<file path="src/rtl/counter_display_driver_if.sv">
// Bundle between the counter stage and the display driver: count/flag in,
// multiplexed 7-segment drive and conversion status out.
interface counter_display_driver_if #(
  parameter int N      = 32,
  parameter int DIGITS = 8
);
  logic [N-1:0]      value_in;
  logic              threshold;
  logic [6:0]        segments;
  logic              dp;
  logic [DIGITS-1:0] anodes;
  logic              busy;
  logic              overflow;

  modport master (
    output value_in, threshold,
    input  segments, dp, anodes, busy, overflow
  );

  modport slave (
    input  value_in, threshold,
    output segments, dp, anodes, busy, overflow
  );
endinterface

</file>
<file path="src/rtl/counter_display_driver.sv">
// Sequential double-dabble BCD conversion of the counter value, driving a
// time-multiplexed common-anode 7-segment display that blinks on threshold.
module counter_display_driver #(
  parameter int N           = 32,
  parameter int DIGITS      = 8,
  parameter int REFRESH_DIV = 100_000,
  parameter int BLINK_DIV   = 50_000_000
) (
  input logic                     clock,
  input logic                     reset,
  counter_display_driver_if.slave bus
);
  localparam int BW = (N > 1) ? $clog2(N) : 1;
  localparam int IW = (DIGITS > 1) ? $clog2(DIGITS) : 1;
  localparam int RW = (REFRESH_DIV > 1) ? $clog2(REFRESH_DIV) : 1;
  localparam int KW = (BLINK_DIV > 1) ? $clog2(BLINK_DIV) : 1;
  localparam int WW = 4 * DIGITS;
  localparam logic [DIGITS-1:0] SEL0      = DIGITS'(1'b1);
  localparam logic [6:0]        SEG_BLANK = 7'b1111111;
  localparam logic [6:0]        SEG_ZERO  = 7'b1000000;

  typedef enum logic [1:0] {
    IDLE = 2'd0,
    CONV = 2'd1,
    LOAD = 2'd2
  } state_t;

  function automatic logic [6:0] decode(input logic [3:0] d);
    logic [6:0] s;
    case (d)
      4'd0:    s = 7'b1000000;
      4'd1:    s = 7'b1111001;
      4'd2:    s = 7'b0100100;
      4'd3:    s = 7'b0110000;
      4'd4:    s = 7'b0011001;
      4'd5:    s = 7'b0010010;
      4'd6:    s = 7'b0000010;
      4'd7:    s = 7'b1111000;
      4'd8:    s = 7'b0000000;
      4'd9:    s = 7'b0010000;
      default: s = SEG_BLANK;
    endcase
    return s;
  endfunction

  // Digit i>0 is blanked when it and every more significant digit are zero.
  function automatic logic [6:0] seg_for(input logic [WW-1:0] bcd, input logic [IW-1:0] idx);
    logic       nonzero;
    logic [3:0] d;
    logic [6:0] s;
    nonzero = 1'b0;
    d       = 4'd0;
    for (int j = 0; j < DIGITS; j++) begin
      if (IW'(j) == idx) d = bcd[4*j +: 4];
      if ((j >= int'(idx)) && (bcd[4*j +: 4] != 4'd0)) nonzero = 1'b1;
    end
    if ((idx == {IW{1'b0}}) || nonzero) s = decode(d);
    else                                s = SEG_BLANK;
    return s;
  endfunction

  state_t            state_r, state_nx_s;
  logic [N-1:0]      captured_r, shift_r;
  logic [WW-1:0]     work_r, work_adj_s, disp_r, disp_nx_s;
  logic              ovf_work_r, overflow_r, overflow_nx_s;
  logic [BW-1:0]     bit_cnt_r;
  logic              capture_s, conv_s, load_s;
  logic              busy_r, dp_r;
  logic [IW-1:0]     scan_idx_r, scan_idx_nx_s;
  logic [RW-1:0]     refresh_cnt_r, refresh_cnt_nx_s;
  logic [KW-1:0]     blink_cnt_r, blink_cnt_nx_s;
  logic              blink_phase_r, blink_phase_nx_s;
  logic [6:0]        segments_r;
  logic [DIGITS-1:0] anodes_r;

  // FSM state register
  always_ff @(posedge clock or negedge reset) begin
    if (!reset) state_r <= IDLE;
    else        state_r <= state_nx_s;
  end

  // FSM next-state logic
  always_comb begin
    state_nx_s = state_r;
    case (state_r)
      IDLE: begin
        if (bus.value_in != captured_r) state_nx_s = CONV;
        else                            state_nx_s = IDLE;
      end
      CONV: begin
        if (bit_cnt_r == BW'(N - 1)) state_nx_s = LOAD;
        else                         state_nx_s = CONV;
      end
      LOAD:    state_nx_s = IDLE;
      default: state_nx_s = IDLE;
    endcase
  end

  // FSM datapath controls
  always_comb begin
    capture_s = 1'b0;
    conv_s    = 1'b0;
    load_s    = 1'b0;
    case (state_r)
      IDLE: begin
        if (bus.value_in != captured_r) capture_s = 1'b1;
        else                            capture_s = 1'b0;
      end
      CONV:    conv_s = 1'b1;
      LOAD:    load_s = 1'b1;
      default: capture_s = 1'b0;
    endcase
  end

  // Add-3 correction on every work digit before the shift
  always_comb begin
    work_adj_s = work_r;
    for (int i = 0; i < DIGITS; i++) begin
      work_adj_s[4*i +: 4] = (work_r[4*i +: 4] >= 4'd5) ? (work_r[4*i +: 4] + 4'd3)
                                                          : work_r[4*i +: 4];
    end
  end

  // Conversion engine: capture, then N shift steps MSB first
  always_ff @(posedge clock or negedge reset) begin
    if (!reset) begin
      captured_r <= {N{1'b0}};
      shift_r    <= {N{1'b0}};
      work_r     <= {WW{1'b0}};
      ovf_work_r <= 1'b0;
      bit_cnt_r  <= {BW{1'b0}};
    end else if (capture_s) begin
      captured_r <= bus.value_in;
      shift_r    <= bus.value_in;
      work_r     <= {WW{1'b0}};
      ovf_work_r <= 1'b0;
      bit_cnt_r  <= {BW{1'b0}};
    end else if (conv_s) begin
      {work_r, shift_r} <= {work_adj_s[WW-2:0], shift_r, 1'b0};
      ovf_work_r        <= ovf_work_r | work_adj_s[WW-1];
      bit_cnt_r         <= bit_cnt_r + BW'(1'b1);
    end else begin
      bit_cnt_r <= bit_cnt_r;
    end
  end

  // Next display contents, scan position and blink phase
  always_comb begin
    disp_nx_s     = load_s ? work_r : disp_r;
    overflow_nx_s = load_s ? ovf_work_r : overflow_r;
    if (refresh_cnt_r == RW'(REFRESH_DIV - 1)) begin
      refresh_cnt_nx_s = {RW{1'b0}};
      if (scan_idx_r == IW'(DIGITS - 1)) scan_idx_nx_s = {IW{1'b0}};
      else                               scan_idx_nx_s = scan_idx_r + IW'(1'b1);
    end else begin
      refresh_cnt_nx_s = refresh_cnt_r + RW'(1'b1);
      scan_idx_nx_s    = scan_idx_r;
    end
    if (!bus.threshold) begin
      blink_cnt_nx_s   = {KW{1'b0}};
      blink_phase_nx_s = 1'b0;
    end else if (blink_cnt_r == KW'(BLINK_DIV - 1)) begin
      blink_cnt_nx_s   = {KW{1'b0}};
      blink_phase_nx_s = ~blink_phase_r;
    end else begin
      blink_cnt_nx_s   = blink_cnt_r + KW'(1'b1);
      blink_phase_nx_s = blink_phase_r;
    end
  end

  // Display state and registered outputs; segments/anodes from the same next-state values
  always_ff @(posedge clock or negedge reset) begin
    if (!reset) begin
      disp_r        <= {WW{1'b0}};
      overflow_r    <= 1'b0;
      busy_r        <= 1'b0;
      dp_r          <= 1'b1;
      scan_idx_r    <= {IW{1'b0}};
      refresh_cnt_r <= {RW{1'b0}};
      blink_cnt_r   <= {KW{1'b0}};
      blink_phase_r <= 1'b0;
      anodes_r      <= ~SEL0;
      segments_r    <= SEG_ZERO;
    end else begin
      disp_r        <= disp_nx_s;
      overflow_r    <= overflow_nx_s;
      busy_r        <= (state_nx_s != IDLE);
      dp_r          <= 1'b1;
      scan_idx_r    <= scan_idx_nx_s;
      refresh_cnt_r <= refresh_cnt_nx_s;
      blink_cnt_r   <= blink_cnt_nx_s;
      blink_phase_r <= blink_phase_nx_s;
      anodes_r      <= blink_phase_nx_s ? {DIGITS{1'b1}} : ~(SEL0 << scan_idx_nx_s);
      segments_r    <= seg_for(disp_nx_s, scan_idx_nx_s);
    end
  end

  assign bus.segments = segments_r;
  assign bus.anodes   = anodes_r;
  assign bus.dp       = dp_r;
  assign bus.busy     = busy_r;
  assign bus.overflow = overflow_r;
endmodule

</file>
<file path="src/flat_wrapper.sv">
// flat-port wrapper written by rule: the top's interface ports become plain ports
module counter_display_driver_flat 
#(
  parameter int N           = 32,
  parameter int DIGITS      = 8,
  parameter int REFRESH_DIV = 100_000,
  parameter int BLINK_DIV   = 50_000_000
)
  (clock, reset, bus_value_in, bus_threshold, bus_segments, bus_dp, bus_anodes, bus_busy, bus_overflow);
  counter_display_driver_if #(.N(N), .DIGITS(DIGITS)) bus_i ();
  input logic clock;
  input logic reset;
  input wire logic [$bits(bus_i.value_in)-1:0] bus_value_in;
  input wire logic [$bits(bus_i.threshold)-1:0] bus_threshold;
  output wire logic [$bits(bus_i.segments)-1:0] bus_segments;
  output wire logic [$bits(bus_i.dp)-1:0] bus_dp;
  output wire logic [$bits(bus_i.anodes)-1:0] bus_anodes;
  output wire logic [$bits(bus_i.busy)-1:0] bus_busy;
  output wire logic [$bits(bus_i.overflow)-1:0] bus_overflow;
  assign bus_i.value_in = bus_value_in;
  assign bus_i.threshold = bus_threshold;
  assign bus_segments = bus_i.segments;
  assign bus_dp = bus_i.dp;
  assign bus_anodes = bus_i.anodes;
  assign bus_busy = bus_i.busy;
  assign bus_overflow = bus_i.overflow;
  counter_display_driver #(.N(N), .DIGITS(DIGITS), .REFRESH_DIV(REFRESH_DIV), .BLINK_DIV(BLINK_DIV)) u_core (.clock(clock), .reset(reset), .bus(bus_i));
endmodule
</file>
<file path="config.mk">
export PLATFORM = sky130hd
export DESIGN_NAME = counter_display_driver_flat
export DESIGN_NICKNAME = d
export VERILOG_FILES = /design/src/rtl/counter_display_driver_if.sv /design/src/rtl/counter_display_driver.sv /design/src/flat_wrapper.sv
export SDC_FILE = /design/constraint.sdc
export NUM_CORES = 1
export LEC_CHECK = 0
export CELL_PAD_IN_SITES_DETAIL_PLACEMENT = 0
export CELL_PAD_IN_SITES_GLOBAL_PLACEMENT = 1
export CORE_UTILIZATION = 35
export DETAILED_ROUTE_END_ITERATION = 12
export MAX_ROUTING_LAYER = met4
export PLACE_DENSITY = 0.71
export SYNTH_ARGS = -nofsm -noshare
export SYNTH_HDL_FRONTEND = slang
export SYNTH_SLANG_ARGS = --single-unit
</file>
<file path="constraint.sdc">
create_clock -name clock -period 3.6 [get_ports clock]
set_clock_uncertainty 0.2 [all_clocks]
set_input_delay 0.36 -clock clock [delete_from_list [all_inputs] [get_ports clock]]
set_output_delay 0.36 -clock clock [all_outputs]
set_load 0.05 [all_outputs]
</file>
==> results of run 1 <==
-- area by class of cell --
cell class / count / area [um2] / area share
sequential: 200 / 5010 / 0.433
multi-input combinational: 646 / 4660 / 0.402
timing repair buffer: 70 / 709 / 0.0612
tap: 378 / 473 / 0.0408
clock buffer: 18 / 439 / 0.0379
inverter: 44 / 165 / 0.0142
clock inverter: 14 / 133 / 0.0114
-- cell families (layout without fill, tap and decap cells) --
kind of cell	after synthesis	count (layout)	share of synthesized area
mux	111	111	0.121
flops	200	200	0.502
simple gates	258	258	0.130
other cells	1	1	0.000375
compound gates	167	167	0.107
fa+ha+maj	23	23	0.0288
buf+inv	83	146	0.0346
xor+xnor	86	86	0.0754
-- worst max-delay path, delay by kind of cell (launching register included) --
| family | cells | cell delay (ps) |
|---|---|---|
| flops | 1 | 380 |
| buf+inv | 1 | 230 |
| simple gates | 2 | 900 |
| fa+ha+maj | 2 | 540 |
| mux | 1 | 210 |
| compound gates | 5 | 800 |
-- worst paths after layout --
kind	endpoint	slack (ps)	cells after the start
hold reg to reg	u_core.blink_cnt_r[0]$_DFF_PN0_	250	1
hold / removal	u_core.blink_cnt_r[0]$_DFF_PN0_	250	1
min in group asynchronous	u_core.captured_r[8]$_DFFE_PN0P_	340	2
setup reg to reg	u_core.bus.segments[3]$_DFF_PN0_	220	11
setup / recovery	u_core.bus.segments[3]$_DFF_PN0_	220	11
max in group asynchronous	u_core.disp_r[24]$_DFF_PN0_	1990	3
-- per-layer routing --
layer | routed length, um | GRT usage | vias to the layer above
met5 | 0 | - | -
li1 | - | - | 3354
met3 | 685 | 0.0335 | 19
met4 | 194 | 0.0396 | 0
met2 | 9590 | 0.239 | 110
met1 | 10800 | 0.221 | 3344
-- registers in the layout (all words and copies together) (netlist names), 2 cells and up --
| register | flops |
|---|---|
| u_core.scan_idx_r | 3 |
| u_core.blink_cnt_r | 26 |
| u_core.disp_r | 32 |
| u_core.shift_r | 32 |
| u_core.bus.segments | 7 |
| u_core.bit_cnt_r | 5 |
| u_core.bus.anodes | 8 |
| u_core.work_r | 32 |
| u_core.state_r | 2 |
| u_core.captured_r | 32 |
| u_core.refresh_cnt_r | 17 |
-- synth_stat cells, types with 7 or more instances --
cell type and count:
sky130_fd_sc_hd__nor2_1 60, sky130_fd_sc_hd__clkbuf_1 19, sky130_fd_sc_hd__and2_1 7, sky130_fd_sc_hd__a21oi_1 33, sky130_fd_sc_hd__o21ai_0 59, sky130_fd_sc_hd__inv_1 40
sky130_fd_sc_hd__nand3_1 16, sky130_fd_sc_hd__o31ai_1 10, sky130_fd_sc_hd__ha_1 23, sky130_fd_sc_hd__nand2_1 88, sky130_fd_sc_hd__xnor2_1 55, sky130_fd_sc_hd__nand2b_1 11
sky130_fd_sc_hd__buf_2 9, sky130_fd_sc_hd__o22ai_1 16, sky130_fd_sc_hd__o32ai_1 7, sky130_fd_sc_hd__mux2_2 48, sky130_fd_sc_hd__nand4_1 24, sky130_fd_sc_hd__xor2_1 31
sky130_fd_sc_hd__dfrtp_1 192, sky130_fd_sc_hd__buf_1 7, sky130_fd_sc_hd__a32o_1 8, sky130_fd_sc_hd__nor3_1 7, sky130_fd_sc_hd__dfstp_2 8, sky130_fd_sc_hd__mux2i_1 59
-- cells in the final DEF (no fill, tap or decap), types with 4 or more instances in the layout --
cell / count
sky130_fd_sc_hd__o31ai_1: 10
sky130_fd_sc_hd__a22oi_1: 4
sky130_fd_sc_hd__clkdlybuf4s50_1: 50
sky130_fd_sc_hd__dfrtp_1: 192
sky130_fd_sc_hd__dfstp_2: 8
sky130_fd_sc_hd__or3_1: 6
sky130_fd_sc_hd__inv_6: 5
sky130_fd_sc_hd__and2_1: 7
sky130_fd_sc_hd__nand3_1: 16
sky130_fd_sc_hd__inv_1: 40
sky130_fd_sc_hd__nor2b_1: 4
sky130_fd_sc_hd__ha_1: 23
sky130_fd_sc_hd__nor3_1: 7
sky130_fd_sc_hd__o32ai_1: 7
sky130_fd_sc_hd__mux2i_1: 59
sky130_fd_sc_hd__and4_1: 4
sky130_fd_sc_hd__nand2b_1: 10
sky130_fd_sc_hd__nand3b_1: 5
sky130_fd_sc_hd__and3_1: 5
sky130_fd_sc_hd__buf_4: 14
sky130_fd_sc_hd__buf_12: 4
sky130_fd_sc_hd__mux2_2: 48
sky130_fd_sc_hd__xnor2_1: 55
sky130_fd_sc_hd__o22ai_1: 16
sky130_fd_sc_hd__xor2_1: 31
sky130_fd_sc_hd__nand4_1: 24
sky130_fd_sc_hd__a32o_1: 8
sky130_fd_sc_hd__nand2_1: 88
sky130_fd_sc_hd__nor4_1: 6
sky130_fd_sc_hd__nor2_1: 59
sky130_fd_sc_hd__o21ai_0: 59
sky130_fd_sc_hd__a21oi_1: 32
sky130_fd_sc_hd__clkbuf_16: 17
-- stage by stage --
stage,cells,setup WS [ps],utilization
2_1_floorplan,929,476,-
6_report,1370,220,0.415
5_1_grt,1370,6.82,0.415
4_1_cts,1370,246,0.415
3_3_place_gp,1337,221,0.394
3_5_place_dp,1337,201,0.394
-- repair_timing --
action | in CTS | in global routing
endpoints found under the hold margin | 84 | 0
hold buffers | 1 | 0
gates resized for setup | 0 | 0
-- power by group through the flow --
| stage | clock, mW | combinational, mW | sequential (mW) |
|---|---|---|---|
| 4_1_cts | 1.94 | 1.19 | 2.65 |
| 3_5_place_dp | 0 | 1.18 | 2.69 |
| 5_1_grt | 2.03 | 1.30 | 2.68 |
| 6_report | 1.87 | 1.17 | 2.65 |
| 2_1_floorplan | 0 | 0.690 | 2.78 |
| 3_3_place_gp | 0 | 1.18 | 2.69 |
==> results list, run 1 <==
- The flow ran to the end, and the final reports show no timing, DRC or antenna violations.
- CTS saw 200 sinks.
* Clock tree from TritonCTS: yes
- Maximum number of buffers from clock root to sink: 2
* Sequential cell fraction of total power: 0.465
* Skew-Pair Late Insertion Delay: between 400 and 500 ps
- Tracing the worst setup path back leads to its startpoint at u_core.refresh_cnt_r[0]$_DFF_PN0_.
- The pre-antenna-repair detailed-routing pass consisted of 6 iterations.
- The share of the Yosys chip area taken by registers is 0.502.
- Number of fill cells: between 2000 and 3000
* Fraction of power consumed by the clock network: 0.329
- From left edge to right edge, the die measures roughly 170 um.
- Yosys mapped a number of flops with a built-in enable equal to 0.
- Setup violations remaining at the end of the flow were counted as 0.
- Fmax: 296 MHz
- Count of different cell masters after synthesis: between 60 and 70
- Slowest cell on the critical path: sky130_fd_sc_hd__and4_1
* Number of pins with negative max-slew slack in the final report: 0
- Overall Global Routing Usage: 0.160
- Summed over all nets, the half-perimeter wirelength after detailed placement is approximately 15 mm.
- Entering global routing, the biggest net connects 95 pins.
- Final RePlAce weighted congestion: ~0.84
* Standard-cell row count: 61
* Highest net fanout along the worst path: 11
- The die is 171 um tall.
* Layout overhead on the synthesized area: 16.0%
- In this run the clock root is driven by a sky130_fd_sc_hd__clkbuf_16.
- Data required time of the critical path: between 3000 and 4000 ps
- Worst hold path type: reg -> reg
* Die area: ~29000 um2
* Post-synthesis instance total: 929
- The total count of hold-check failures in the final report came to 0.
- In this run the tightest slew margin relative to its limit is 0.269.
- Comb power frac: 0.206
* Switching power as a share of total power: 0.307
- After global routing the overflow that remains totals 0.
- Post-synthesis cell area: 9990 um2
- Dividing the detail-routed wire length by the instance count gives about 16 um.
- Starting DRC count in detailed routing: a little under 400
- Max H-tree Level: 4
- Clock-pin slew was measured on the worst setup and hold paths at approximately 80 ps.
* Static leakage: between 4 and 5 nW
- Number of antenna violations at the first check in global routing: 0
* Number of antenna-violating nets in the routed design: 0
- Summed over all instances, the cell type with the most area after synthesis is sky130_fd_sc_hd__dfrtp_1.
* Highest ir drop seen on vdd: slightly above 0.5 mV
- The repair_antennas step left the layout with diodes totalling 0.
* Tightest hold margin: 254 ps
- Synth Register Bits: 200
* Setup repair after global routing missed its margin: false
- Category of the worst setup path launch point: register
* Synthesis warning total: 0
- Summing internal, switching and leakage power gives about 5.7 mW.
- Synthesis produced a netlist with a net count of 987.
* Area of the core region: 27900 um2
- Via-per-instance ratio: around 5
* Worst setup path category: reg -> reg
- The worst setup path is captured at a register.
- The share of synthesized area in the top cell type comes to 0.481.
* Launch instance of the worst register-to-register path: u_core.refresh_cnt_r[0]$_DFF_PN0_
- Port buffering added ~50 buffers.
* Placement Cell Area: about 11000 um2
- Among all flip-flop cells after synthesis, the most frequent one is sky130_fd_sc_hd__dfrtp_1.
- The initial utilization of the core area, before any placement, comes to 0.358.
* First-pass GRT wire length: 35.6 mm
* Total Routed Length: between 20 and 25 mm
- The finished cells cover between 10000 and 15000 um2.
- Final TNS setup: 0 ps
- Min-Delay Startpoint: u_core.blink_cnt_r[0]$_DFF_PN0_
* Fraction of registers with async set or reset after synthesis: 1.00
- Power density cells: 491 nW/um2
- Mean cell area of the mapped netlist: 10.8 um2
- Yosys attributes the largest share of cell area to sky130_fd_sc_hd__dfrtp_1, sky130_fd_sc_hd__mux2i_1, sky130_fd_sc_hd__mux2_2.
- NetSw: between 1.5 and 2 mW
* Number of global-route vias before repair: a little under 7000
- I/O pin cnt: 53
* Final nets: slightly above 1000
- At the pin with the least slew margin, the transition time is 1100 ps.
- Data arrival time of the worst path: around 3500 ps
- Slowest stage delay, CP: roughly 520 ps
* Clock buffers created by TritonCTS: 17
* Cell internal power dissipation: 3.94 mW
- In the final layout, the share of cells above drive strength 1 is 0.127.
- In this run the post-CTS setup repair buffer count came out at 0.
- CP Cell Sequence: ha_1, and4_1, and4_1, buf_4, mux2i_1, o21ai_0, a21oi_1, o21ai_1, ha_1, o21ai_0, a211o_1
* Vias after detailed routing: approximately 7000
- Number of violations of the max-capacitance limit: 0
- Of the available clock period, the critical path in the final layout requires 0.939.
- For this run, design rule violations remaining after detail routing come to 0.
- The smallest clock period supported by the final layout is computed as roughly 3400 ps.
No activity file was read; power rests on OpenSTA's default activity.
==> run 2, diff against run 1 <==
- CELL_PAD_IN_SITES_DETAIL_PLACEMENT: 0 -> 1
- CELL_PAD_IN_SITES_GLOBAL_PLACEMENT: 1 -> 2
- PLACE_DENSITY: 0.71 -> 0.81
==> run 2 against run 1 <==
  * Cell count increased by 0.44%
  * Non-clock buffer count increased by 6
  * Sequential power about the same
  * Wire length increased by 9.9%
  * Maximum frequency about the same
  * Global-route usage increased by 1.8 points
  * Critical path depth increased by 1
  * Utilization increased by 0.31 points
  * Worst setup slack improved by 0.57 ps
  * First-iteration DRC count decreased by 12%
  * Combinational power about the same
  * Clock-buffer cell count decreased by 1
  * Critical path type unchanged
  * Largest power group unchanged
  * Highest routed layer unchanged
==> results list, run 2 (same netlist as run 1, synthesis figures left out) <==
* Result of the run: completed
* Max H-tree Level: 4
- Drt wl/cell: 17.0 um
* Vias after detailed routing: 7006
- Fraction of layout instances using a drive strength above 1: 0.134
- The library cells used most frequently in the layout, excluding fill and tap cells, are sky130_fd_sc_hd__dfrtp_1, sky130_fd_sc_hd__nand2_1, sky130_fd_sc_hd__nor2_1, sky130_fd_sc_hd__o21ai_0, sky130_fd_sc_hd__mux2i_1.
- On the worst path, the slowest cell contributes a delay of between 500 and 600 ps.
* Total Routed Length: between 20 and 25 mm
- Chip Height: ~170 um
- Starting DRC count in detailed routing: between 300 and 400
- Entering global routing, the biggest net connects between 90 and 100 pins.
- Measured slew at the worst slew-check pin: 1120 ps
- Number of antenna violations at the first check in global routing: 0
- Global routing finished with a remaining overflow of 0.
- Clock transition at path regs: 90 ps
* Number of fill cells: approximately 3000
- The region available for standard cell placement spans 27900 um2.
- Power density cells: 506 nW/um2
* Starting density of the core: 0.358
- Setup repair after global routing left no endpoint under its margin.
- Broken down by cell family, the worst path's largest delay share belongs to compound AO/OA/AOI/OAI gates.
- The multi-input combinational cells in the finished layout cover a total of between 4000 and 5000 um2.
- I/O pin cnt: 53
- Sort of element at the end of the critical path: register
- Worst setup path category: reg -> reg
* Setup ws final: around 220 ps
- Highest ir drop seen on vdd: 0.325 mV
- Across all hold checks on the routed design, the worst slack comes to around 260 ps.
- Number of antenna-violating nets in the routed design: 0
* Post-CTS setup buffer count: 0
- Of the total power, the share spent switching nets is 0.324.
- Clock tree from TritonCTS: yes
- Final TNS setup: 0 ps
* Pre-CTS setup slack: approximately 190 ps
* Storage cell area: between 5000 and 6000 um2
- Cell at the root of the clock tree: sky130_fd_sc_hd__clkbuf_16
- Highest net fanout along the worst path: 13
* NetSw: around 1.9 mW
* Count of final setup violators: 0
- Once detailed placement completed, the half-perimeter wirelength came to 16.2 mm.
- Clock tree synthesis inserted a total of 17 buffers.
- The worst setup path is launched from a register.
* Static leakage: about 4.8 nW
- Commonest non-fill, non-tap cell in the layout: sky130_fd_sc_hd__dfrtp_1
- Data on the critical path is required at its endpoint by roughly 3700 ps.
- The share of total power dissipated in combinational logic is 0.204.
- Post-detailed-route DRC marker count: 0
- Data on the critical path arrives at its endpoint at 3490 ps.
- Fraction of power consumed by the clock network: 0.347
- Slowest cell on the critical path: sky130_fd_sc_hd__a2111oi_0
- The clock reaches the later pin of the worst-skew pair after roughly 450 ps.
* Worst hold path type: reg -> reg
- The count of buffers added on input and output ports is 51.
* Final RePlAce weighted congestion: 0.854
- Of the total power, registers draw 0.450.
* Shortest clock period the worst path allows after layout: roughly 3400 ps
- Internal power comes to around 4 mW.
- First-pass GRT wire length: roughly 40 mm
- The die is 171 um wide.
- From synthesis to final layout, the design area changed by 16.9%.
* CP Cell Sequence: ha_1, and4_1, buf_4, nand4_1, buf_4, a2111oi_0, a2bb2oi_1, a221oi_2, a21oi_4, ha_1, a21boi_0, o21ai_0
* Via-per-instance ratio: between 5 and 6
- The number of global-route vias before repair came to 7544.
- At the end of the flow, the number of nets in the layout was between 1000 and 1500.
- Overall Global Routing Usage: 0.178
* Standard-cell row count: between 60 and 70
- Measured against its own limit, the worst slew margin works out to 0.253.
- The longest clock path from root to sink contains 2 buffers.
* Design Power: slightly below 6 mW
* Antenna diode count: 0
- The max-slew violation total from the final report is 0.
- Clock Sink Count: 200
* Total buffers and inverters traversed by the critical path: 2
- Static timing analysis puts the maximum clock frequency at a little under 300 MHz.
* Number of violations of the max-capacitance limit: 0
* Final Cycle Share: 0.939
- The die covers around 29000 um2.
- Number of iterations in the first detailed-routing pass: 4
- Final hold violation count: 0
run 2: power groups by stage:
stage / registers, mW / logic [mW] / clock network, mW
after floorplan: 2.78 / 0.690 / 0
after global placement: 2.69 / 1.18 / 0
after detailed placement: 2.70 / 1.21 / 0
after CTS: 2.66 / 1.22 / 2.11
after global routing: 2.69 / 1.34 / 2.17
final: 2.66 / 1.20 / 2.05
run 2: layer usage:
metal	up-vias	GRT usage	share of wire
li1	3374	-	-
met1	3537	0.234	0.49
met2	72	0.286	0.48
met3	23	0.0234	0.020
met4	0	0.0501	0.012
met5	-	-	0
run 2: final timing paths:
path | start | endpoint | slack, ps | cells past startpoint
max | u_core.refresh_cnt_r[0]$_DFF_PN0_ | u_core.bus.segments[1]$_DFF_PN0_ | 220 | 12
min | u_core.blink_cnt_r[0]$_DFF_PN0_ | u_core.blink_cnt_r[0]$_DFF_PN0_ | 260 | 1
max reg2reg | u_core.refresh_cnt_r[0]$_DFF_PN0_ | u_core.bus.segments[1]$_DFF_PN0_ | 220 | 12
min reg2reg | u_core.blink_cnt_r[0]$_DFF_PN0_ | u_core.blink_cnt_r[0]$_DFF_PN0_ | 260 | 1
max in group asynchronous | reset | u_core.bus.anodes[6]$_DFF_PN1_ | 1890 | 3
min in group asynchronous | reset | u_core.shift_r[12]$_DFFE_PN0P_ | 320 | 2
run 2: per-stage QoR:
| step | utilization | cell area, um2 | instances |
|---|---|---|---|
| 6_report | 0.418 | 11700 | 1376 |
| 5_1_grt | 0.418 | 11700 | 1376 |
| 4_1_cts | 0.418 | 11700 | 1376 |
| 3_5_place_dp | 0.394 | 11000 | 1343 |
| 3_3_place_gp | 0.394 | 11000 | 1343 |
| 2_1_floorplan | - | 9990 | 929 |
run 2: final cells by class:
class	count	area share
flip-flops and latches	200	0.429
multi-input cells	646	0.399
repair buffers	76	0.0614
well taps	378	0.0405
clock buffers	17	0.0364
clock inverters	15	0.0189
inverters	44	0.0141
run 2: timing repair:
action | in CTS | in global routing
gates resized for setup | 0 | 2
hold buffers | 1 | 0
hold endpoints to repair | 86 | 0
endpoints found under the setup margin | 0 | 6
==> run 3, diff against run 2 <==
- PLACE_DENSITY: 0.81 -> unset
- PLACE_DENSITY_LB_ADDON: unset -> 0.1
==> run 3 against run 2 <==
  * Critical path depth down 1
  * Sequential share of layout area about the same
  * First-iteration DRC count up 5.3%
  * Via count down 0.96%
  * Worst setup slack better by 38 ps
  * Clock power down 9%
==> results list, run 3 (same netlist as run 1, synthesis figures left out) <==
* Crit. Startpoint: u_core.refresh_cnt_r[0]$_DFF_PN0_
* Clock tree from TritonCTS: yes
* Cell at the root of the clock tree: sky130_fd_sc_hd__clkbuf_16
- Along the worst path, the maximum fanout reaches 7.
- The H-tree was split into 4 levels.
- Starting density of the core: 0.358
* Power density cells: about 490 nW/um2
* Commonest non-fill, non-tap cell in the layout: sky130_fd_sc_hd__dfrtp_1
- Design Power: about 5.7 mW
- Across the run, the number of max-cap violations was 0.
- The setup path with the least slack is of type reg -> reg.
- Walking the worst path, the cells encountered are ha_1, and4_1, nand4_4, mux2i_4, inv_2, nor2_2, o211ai_1, a21oi_4, ha_1, a21boi_0, o21ai_0.
- Layout overhead on the synthesized area: 16.9%
- Hold is met by approximately 260 ps.
- STA classifies the critical path startpoint as a register.
- Detailed placement finished with a half-perimeter wire length of ~17 mm.
- The slowest stage of the critical path is the sky130_fd_sc_hd__dfrtp_1 cell.
- Slowest stage delay, CP: 390 ps
- In this run the vertical extent of the chip is around 170 um.
* Die width: 171 um
- The longest clock path from root to sink contains 2 buffers.
* Result of the run: completed
- Fraction of layout instances using a drive strength above 1: 0.138
- Among the stages of the critical path, the cell type that occurs most often is sky130_fd_sc_hd__ha_1.
* Sort of element at the end of the critical path: register
- The later pin in the worst-skew pair is clocked with a latency of approximately 440 ps.
* Clock buffers created by TritonCTS: 17
* Fraction of power consumed by the clock network: 0.326
* First-pass GRT wire length: 40.7 mm
- Counting the fill cells in the layout gives roughly 3100.
- Number of iterations in the first detailed-routing pass: 4
* Number of antenna violations at the first check in global routing: 0
- In the global route stage, met1 resource usage came out at 0.257.
* Post-CTS setup buffer count: 0
- Launch instance of the worst register-to-register path: u_core.refresh_cnt_r[0]$_DFF_PN0_
* NetSw: around 1.8 mW
- In the final design database the tool counted roughly 1000 nets.
- Congestion Overflow GR: 0
* Highest ir drop seen on vdd: 0.326 mV
- Clock Sink Count: 200
- Sequential cell fraction of total power: 0.462
* Area of the core region: 27900 um2
* Count of final setup violators: 0
* Die area: approximately 29000 um2
* Switching power as a share of total power: 0.306
* Worst hold path type: reg -> reg
- The number of buffers and inverters on the critical path is 1.
- For this block, the routed nets add up to 24.1 mm of wire.
- Maximum number of pins on one net before global-route repair: 91
- Via-per-instance ratio: 5.02
* Crit-path leading delay family: simple AND/OR/NAND/NOR gates
- In this run the core area contains just over 60 standard-cell rows.
- Final non-filler cell total: 1381
* Multi-input gate area in the final layout: 4660 um2
- For met2 alone, demand over resource in global routing was 0.279.
* Placed cell count: roughly 1300
- The worst path meets setup with around 260 ps of slack.
* Drt wl/cell: 17.4 um
* Number of pins with negative max-slew slack in the final report: 0
* Min-Delay Startpoint: u_core.blink_cnt_r[0]$_DFF_PN0_
* Highest-utilization routing layer at the global route stage: met2
* Pre-CTS setup slack: 160 ps
- Shortest clock period the worst path allows after layout: 3340 ps
* Measured slew at the worst slew-check pin: ~900 ps
* Fmax: roughly 300 MHz
* Comb power frac: 0.211
- Final TNS setup: 0 ps
- Final hold violation count: 0
- Summing over every cut layer, the via total after detailed routing is approximately 7000.
* Cell internal power dissipation: approximately 4 mW
* Global-route track usage on met3: 0.0301
- Antenna diode count: 0
* Relative max-transition margin: 0.412
- The number of global-route vias before repair was ~7400.
* Static leakage: about 4.8 nW
* Port Buffer Count: 51
* Data required time of the critical path: roughly 3700 ps
- Across the whole layout, storage elements account for 5010 um2.
* Final RePlAce weighted congestion: between 0.8 and 0.9
- Most used cells in the layout excluding fill and tap cells: sky130_fd_sc_hd__dfrtp_1, sky130_fd_sc_hd__nand2_1, sky130_fd_sc_hd__o21ai_0, sky130_fd_sc_hd__mux2i_1, sky130_fd_sc_hd__nor2_1
- Setup repair after global routing left no endpoint under its margin.
- For this run, design rule violations remaining after detail routing come to 0.
* Data arrival time of the worst path: roughly 3500 ps
- Number of antenna-violating nets in the routed design: 0
- After clock tree synthesis, the clock-pin slew on the worst setup and hold paths is ~80 ps.
- The first routing iteration left between 300 and 400 violations.
* I/O pin cnt: 53
* Final Cycle Share: 0.928
- Across every metal layer, demand over resource in global routing totals 0.184.
-- run 3: cell count changes in the layout (fill, tap and decap cells not counted), moves of 3 or more --
cell | previous run | this run
sky130_fd_sc_hd__buf_12 | 1 | 5
sky130_fd_sc_hd__clkinv_2 | 0 | 3
sky130_fd_sc_hd__clkinv_8 | 5 | 0
sky130_fd_sc_hd__clkinvlp_4 | 0 | 3
sky130_fd_sc_hd__inv_12 | 5 | 0
-- run 3: what timing repair did --
action / in CTS / in global routing
hold endpoints to repair: 84 / 0
hold buffers: 1 / 0
gates resized for setup: 0 / 2
endpoints found under the setup margin: 0 / 2
-- run 3: final cells by class --
| type | count | area share |
|---|---|---|
| clock buffer | 18 | 0.0367 |
| clock inverter | 13 | 0.0105 |
| inverter | 44 | 0.0141 |
| multi-input combinational | 646 | 0.399 |
| sequential | 200 | 0.429 |
| tap | 378 | 0.0405 |
| timing repair buffer | 82 | 0.0695 |
-- run 3: path summary, 6_finish.rpt --
kind                            depth (start not counted)  slack (ps)                                to
worst max-delay path                                   11         260  u_core.bus.segments[1]$_DFF_PN0_
worst min-delay path                                    1         260   u_core.blink_cnt_r[0]$_DFF_PN0_
worst max register to register                         11         260  u_core.bus.segments[1]$_DFF_PN0_
worst min register to register                          1         260   u_core.blink_cnt_r[0]$_DFF_PN0_
max in group asynchronous                               3        2010  u_core.captured_r[1]$_DFFE_PN0P_
min in group asynchronous                               2         350    u_core.shift_r[16]$_DFFE_PN0P_
-- run 3: routing by layer --
layer / wire length, um / part of all wire
met5: 0 / 0
met4: 198 / 0.0082
met2: 10800 / 0.45
met3: 526 / 0.022
met1: 12500 / 0.52
-- run 3: through the flow --
stage	util	area, um2
after floorplan	-	9990
after global placement	0.398	11100
after detailed placement	0.398	11100
after CTS	0.418	11700
after global routing	0.418	11700
final	0.418	11700
-- run 3: power groups by stage --
| stage | clock network, mW | registers, mW | logic [mW] |
|---|---|---|---|
| after floorplan | 0 | 2.78 | 0.690 |
| after global placement | 0 | 2.69 | 1.22 |
| after detailed placement | 0 | 2.70 | 1.23 |
| after CTS | 1.95 | 2.65 | 1.24 |
| after global routing | 2.03 | 2.69 | 1.35 |
| final | 1.87 | 2.65 | 1.21 |
